<file path="config.mk">
export PLATFORM = sky130hd
export DESIGN_NAME = led_level_meter
export DESIGN_NICKNAME = d
export VERILOG_FILES = /design/src/rtl/led_level_meter.sv
export SDC_FILE = /design/constraint.sdc
export NUM_CORES = 1
export LEC_CHECK = 0
export BUFFER_PORTS_ARGS = -buffer_cell sky130_fd_sc_hd__buf_4
export CAP_MARGIN = 15
export CORE_MARGIN = 2
export CORE_UTILIZATION = 65
export CTS_CLUSTER_SIZE = 40
export DETAILED_ROUTE_END_ITERATION = 10
export GPL_ROUTABILITY_DRIVEN = 1
export PLACE_DENSITY_LB_ADDON = 0.12
export SETUP_SLACK_MARGIN = 0.2
export SKIP_CTS_REPAIR_TIMING = 1
export SLEW_MARGIN = 20
export SYNTH_ARGS = -nofsm -noshare
export SYNTH_HDL_FRONTEND = slang
export SYNTH_SLANG_ARGS = --single-unit
</file>
<file path="constraint.sdc">
create_clock -name clk -period 9.6 [get_ports clk]
set_clock_uncertainty 0.1 [all_clocks]
set_input_delay 1.44 -clock clk [delete_from_list [all_inputs] [get_ports clk]]
set_output_delay 1.44 -clock clk [all_outputs]
set_load 0.01 [all_outputs]
</file>
<file path="src/rtl/led_level_meter.sv">
// LED bar-graph level meter on the PacoBlaze output port map.
// Takes a sign-plus-magnitude level byte and drives a sign LED plus a bar in
// one of four display modes. A peak tracker holds the highest recent level
// and then lets it fall one LED at a time. A sample-arrival interrupt flags
// overruns.
//
// state   | meaning
// --------+------------------------------------------------------------
// ST_IDLE | peak equals the displayed level and follows it downward
// ST_HOLD | a fresh peak is frozen while hold_cnt_q runs down
// ST_DECAY| peak drops one LED each time decay_cnt_q expires
module led_level_meter #(
    parameter int           NUM_LEDS         = 10,
    parameter logic [7:0]   LEVEL_PORT       = 8'h80,
    parameter logic [7:0]   STATUS_PORT      = 8'h81,
    parameter int           PEAK_HOLD_CYCLES = 12500000,
    parameter int           DECAY_CYCLES     = 2500000
) (
    input  logic                        clk,
    input  logic                        reset,
    input  logic [7:0]                  port_id,
    input  logic [7:0]                  out_port,
    input  logic                        write_strobe,
    input  logic [1:0]                  mode,
    input  logic                        new_sample,
    input  logic                        irq_ack,
    output logic [NUM_LEDS-1:0]         led,
    output logic                        irq,
    output logic                        irq_overrun,
    output logic [$clog2(NUM_LEDS)-1:0] peak_level
);

    localparam int NUM_BAR = NUM_LEDS - 1;
    localparam int LW      = $clog2(NUM_LEDS);
    localparam int HW      = (PEAK_HOLD_CYCLES > 1) ? $clog2(PEAK_HOLD_CYCLES) : 1;
    localparam int DW      = (DECAY_CYCLES > 1) ? $clog2(DECAY_CYCLES) : 1;

    localparam logic [HW-1:0] HOLD_INIT  = HW'(PEAK_HOLD_CYCLES - 1);
    localparam logic [DW-1:0] DECAY_INIT = DW'(DECAY_CYCLES - 1);
    localparam logic [HW-1:0] HOLD_ONE   = HW'(1);
    localparam logic [DW-1:0] DECAY_ONE  = DW'(1);
    localparam logic [LW-1:0] PEAK_ONE   = LW'(1);

    typedef enum logic [1:0] {
        ST_IDLE  = 2'd0,
        ST_HOLD  = 2'd1,
        ST_DECAY = 2'd2
    } state_t;

    state_t              state_q;
    logic [LW-1:0]       level_q;
    logic [LW-1:0]       level_d;
    logic [LW-1:0]       peak_q;
    logic                sign_q;
    logic [7:0]          raw_q;
    logic [HW-1:0]       hold_cnt_q;
    logic [DW-1:0]       decay_cnt_q;
    logic [NUM_LEDS-1:0] led_q;
    logic [NUM_LEDS-1:0] led_d;
    logic                irq_q;
    logic                irq_d;
    logic                ovr_q;
    logic                ovr_d;
    logic                lvl_wr;
    logic                stat_wr;
    logic [NUM_BAR-1:0]  bar_up;
    logic [NUM_BAR-1:0]  bar_dn;
    logic [NUM_BAR-1:0]  dot;
    logic [NUM_LEDS-1:0] raw_ext;

    assign lvl_wr  = write_strobe && (port_id == LEVEL_PORT);
    assign stat_wr = write_strobe && (port_id == STATUS_PORT);

    // Saturate the 7-bit magnitude to the bar length.
    always_comb begin
        level_d = level_q;
        if (lvl_wr) begin
            if (int'(out_port[7:1]) > NUM_BAR)
                level_d = LW'(NUM_BAR);
            else
                level_d = LW'(out_port[7:1]);
        end
    end

    // Level register and peak tracker; a write at or above the peak always restarts the hold.
    always_ff @(posedge clk) begin
        if (reset) begin
            state_q     <= ST_IDLE;
            level_q     <= '0;
            peak_q      <= '0;
            sign_q      <= 1'b0;
            raw_q       <= '0;
            hold_cnt_q  <= '0;
            decay_cnt_q <= '0;
        end else begin
            if (lvl_wr) begin
                level_q <= level_d;
                sign_q  <= out_port[0];
                raw_q   <= out_port;
            end
            if (lvl_wr && (level_d >= peak_q)) begin
                peak_q     <= level_d;
                hold_cnt_q <= HOLD_INIT;
                state_q    <= ST_HOLD;
            end else begin
                case (state_q)
                    ST_IDLE: begin
                        // Nothing is being held, so a lower level pulls the peak straight down.
                        if (lvl_wr)
                            peak_q <= level_d;
                    end
                    ST_HOLD: begin
                        if (hold_cnt_q == '0) begin
                            state_q     <= ST_DECAY;
                            decay_cnt_q <= DECAY_INIT;
                        end else begin
                            hold_cnt_q <= hold_cnt_q - HOLD_ONE;
                        end
                    end
                    ST_DECAY: begin
                        if (decay_cnt_q == '0) begin
                            if (peak_q > level_q) begin
                                peak_q      <= peak_q - PEAK_ONE;
                                decay_cnt_q <= DECAY_INIT;
                            end else begin
                                state_q <= ST_IDLE;
                            end
                        end else begin
                            decay_cnt_q <= decay_cnt_q - DECAY_ONE;
                        end
                    end
                    default: state_q <= ST_IDLE;
                endcase
            end
        end
    end

    // Build the LED image for the selected mode from the registered state.
    always_comb begin
        bar_up  = '0;
        bar_dn  = '0;
        dot     = '0;
        raw_ext = '0;
        for (int i = 0; i < NUM_BAR; i++) begin
            bar_up[i] = (i < int'(level_q));
            bar_dn[i] = (i >= NUM_BAR - int'(level_q));
            dot[i]    = (peak_q != '0) && (i == int'(peak_q) - 1);
        end
        for (int i = 0; i < NUM_LEDS && i < 8; i++)
            raw_ext[i] = raw_q[i];
        case (mode)
            2'd0:    led_d = {sign_q, bar_up};
            2'd1:    led_d = {bar_dn, sign_q};
            2'd2:    led_d = {sign_q, bar_up | dot};
            default: led_d = raw_ext;
        endcase
    end

    // Register the LED drive.
    always_ff @(posedge clk) begin
        if (reset)
            led_q <= '0;
        else
            led_q <= led_d;
    end

    // Interrupt next state: a new sample wins over an ack, and an overrun set wins over a clear.
    always_comb begin
        irq_d = new_sample | (irq_q & ~irq_ack);
        ovr_d = ovr_q;
        if (new_sample && irq_q && !irq_ack)
            ovr_d = 1'b1;
        else if (stat_wr)
            ovr_d = 1'b0;
    end

    // Register the interrupt request and the sticky overrun flag.
    always_ff @(posedge clk) begin
        if (reset) begin
            irq_q <= 1'b0;
            ovr_q <= 1'b0;
        end else begin
            irq_q <= irq_d;
            ovr_q <= ovr_d;
        end
    end

    assign led         = led_q;
    assign irq         = irq_q;
    assign irq_overrun = ovr_q;
    assign peak_level  = peak_q;

endmodule

</file>
==> results by group <==
Power and ir drop
  – PwrDens: around 140 nW/um^2
  – Power Total: 714 uW
  – Pleak: a little over 2 nW
  – Max VDD drop: approximately 110 uV

Setup path
  – Crit start category: primary input
  – Family with the most delay on the worst path: simple AND/OR/NAND/NOR gates
  – CP Data Required Time: 9.74 ns
  – Max FO, Critical Path: 18
  – CP peak stage delay: 0.58 ns
  – Critical path, cell by cell: buf_4 > or4_1 > nor3_2 > buf_4 > nor2_1 > a21oi_1 > inv_1 > ha_1 > nand2b_1 > a2111o_1 > o211ai_1 > nand3_1 > or4_1 > and3_1
  – CP endpoint kind: flop
  – Worst path bufs/invs: 3
  – Crit Path Category: primary input to flop
  – Worst path slowest cell: or4_1
  – Worst Path Arrival: between 4 and 5 ns

Logic synthesis
  – Register area share after synthesis: 33.8%
  – Post-Syn Instances: 555
  – Async S/R FF share, synth: 0%
  – Dominant synthesized flop cell: dfxtp_1
  – Synth Register Bits: between 70 and 80
  – Post-synthesis cell area: ~4500 sq um
  – Top cell type's share of synthesized area: 33.8%
  – Synth Area per Inst: 8.12 sq um
  – Synth top area cells: dfxtp_1 34%, ha_1 6.9%, a21oi_1 4.6%, nor2_1 4.4%, xnor2_1 4.1%
  – Post-synth cell types: 67
  – Synth warn: 0
  – Syn nets: 603
  – Yosys top cell by area: dfxtp_1
  – Post-synth EDFFs: 0

Finish
  – Register area: 1520 sq um
  – Layout area overhead: 11.4%
  – Share of cells above drive strength 1: approximately 13%
  – N_diodes: 0
  – Area of the multi-input gates: 2760 sq um
  – Cell Count, Final, Fillers Out: 667
  – Commonest cells after routing, fill and taps aside: 76 x dfxtp_1, 53 x nor2_1, 41 x a21oi_1, 41 x buf_4, 40 x nand2_1
  – Most common cell after layout, fill and taps aside: dfxtp_1
  – Nets@finish: 630
  – Number of fill cells in the layout: 535

STA
  – RSZ-0062 raised after global routing: false
  – Fmax: 0.207 GHz
  – Final min period: 4.84 ns
  – Worst-Margin Slew: about 0.94 ns
  – Final critical-path share of the clock period: 50.4%
  – Final setup violation count: 0
  – Setup_tns: 0 ns
  – Slew Limit Fails: 0
  – Fin. Hold Viols: 0
  – Fin worst setup slack: 4.76 ns
  – Slew HR: a little over a third

Route
  – Via count: 4349
  – Wire per inst: 17.7 um
  – Post-Route WL: 11800 um
  – Vias per cell: 6.52
  – 1st-iter DRT viols: 299
  – Router iterations before antenna repair: 5
  – Post-route ant nets: 0
  – DRC viols: 0

Global routing
  – First-pass GRT wire length: just under 20000 um
  – Gr ovfl total: 0
  – Largest net degree at the start of global routing: 55
  – Vias in the first global route: 4147
  – Initial antenna violation count: 0
  – Gr usage total: between 30% and 40%

Placed design
  – Inst Count DP: ~650
  – GP Congestion: 1.06
  – Detailed Place HPWL: 8330 um
  – Setup WS pre-CTS: 4.39 ns
  – IO buf count: 38

Floorplan
  – IO Count: 39
  – Chip height: 87.3 um
  – Initial core utilization: 66.7%
  – Core Area: between 6000 and 7000 sq um
  – Die X: a little under 90 um
  – Std cell rows: 30
  – Die area: 7610 sq um

Clock network
  – CTS max path bufs: 2
  – CTS tree: yes
  – CTS sink cnt: between 70 and 80
  – Clock latency on the worst-skew pair: 0.36 ns
  – Worst-path clk slew: about 0.080 ns
  – H-Tree Depth: 3
  – CTS Buf Count: 9
  – Clock root buffer: clkbuf_8

Hold path
  – Hold Crit Class: flop to flop

Job
  – Max_cap viols: 0

Status
  – Status: completed
power breakdown:
| part | internal [mW] | switching (mW) |
|---|---|---|
| Combinational | 0.0481 | 0.0831 |
| Clock | 0.129 | 0.126 |
| Sequential | 0.322 | 0.00674 |
| Total | 0.499 | 0.216 |
final timing paths:
path                                 start                      endpoint  slack (ns)  cells past startpoint
setup / recovery                port_id[1]  decay_cnt_q[17]$_SDFFE_PP0P_        4.76                     14
hold / removal    irq_overrun$_SDFFE_PP0P_      irq_overrun$_SDFFE_PP0P_        0.38                      2
setup reg to reg   level_q[1]$_SDFFE_PP0N_  decay_cnt_q[17]$_SDFFE_PP0P_        6.06                      8
hold reg to reg   irq_overrun$_SDFFE_PP0P_      irq_overrun$_SDFFE_PP0P_        0.38                      2
per-stage QoR:
stage	cell area [sq um]	utilization (%)	hold slack, ns
final	5020	74.3	0.384
after detailed placement	4810	71.2	0.374
after floorplan	4510	-	0.355
after global placement	4810	71.2	0.370
after CTS	5020	74.3	0.386
after global routing	5020	74.3	0.404
registers in the layout, indices dropped and copies added, names as in the netlist, 2 cells and up:
register	count
led	10
level_q	4
raw_q	8
hold_cnt_q	24
state_q	2
peak_level	4
decay_cnt_q	22
cell type report:
| class | count | share of cell area, % |
|---|---|---|
| multi-input combinational | 423 | 55.1 |
| sequential | 76 | 30.3 |
| timing repair buffer | 41 | 6.13 |
| clock buffer | 10 | 2.74 |
| inverter | 31 | 2.32 |
| tap | 80 | 1.99 |
| clock inverter | 6 | 1.42 |
cell usage after synthesis (all sizes together) (3+ instances only):
| master | n |
|---|---|
| dfxtp | 76 |
| xor2 | 4 |
| buf | 6 |
| a31oi | 6 |
| xnor2 | 21 |
| nand2 | 40 |
| nand4 | 11 |
| nor4 | 14 |
| nor2 | 54 |
| o22ai | 5 |
| mux2i | 9 |
| ha | 25 |
| a21o | 3 |
| o311ai | 3 |
| nor4b | 3 |
| a211o | 3 |
| o21ai | 35 |
| o21a | 3 |
| a21oi | 41 |
| a221oi | 4 |
| or3 | 6 |
| a221o | 3 |
| or2 | 7 |
| o31ai | 9 |
| nand2b | 5 |
| and3 | 4 |
| and2 | 5 |
| clkbuf | 19 |
| nor2b | 6 |
| nor3 | 26 |
| nand3b | 3 |
| o211ai | 9 |
| or4 | 9 |
| inv | 29 |
| a211oi | 6 |
| nand3 | 12 |
worst min-delay path: stages (launching register included):
cell	delay (ns)
dfxtp_1	0.32
o31ai_1	0.06
a21oi_1	0.06
cell families after synthesis:
group | count (synthesis) | share of synthesized area (%)
multiplexers | 9 | 2.00
XOR/XNOR | 25 | 4.86
flip-flops | 76 | 33.8
AO/OA/AOI/OAI | 154 | 23.4
buffers and inverters | 56 | 4.89
AND/OR/NAND/NOR | 210 | 24.1
adder cells (fa/ha/maj) | 25 | 6.94
per-layer routing:
layer	track usage, %	vias to the layer above	share of wire, %
li1	-	2102	-
met1	41.4	2039	41
met2	55.4	179	50
met3	4.27	29	6.3
met4	14.0	0	2.9
met5	0	-	0
No activity file was read; power rests on OpenSTA's default activity.
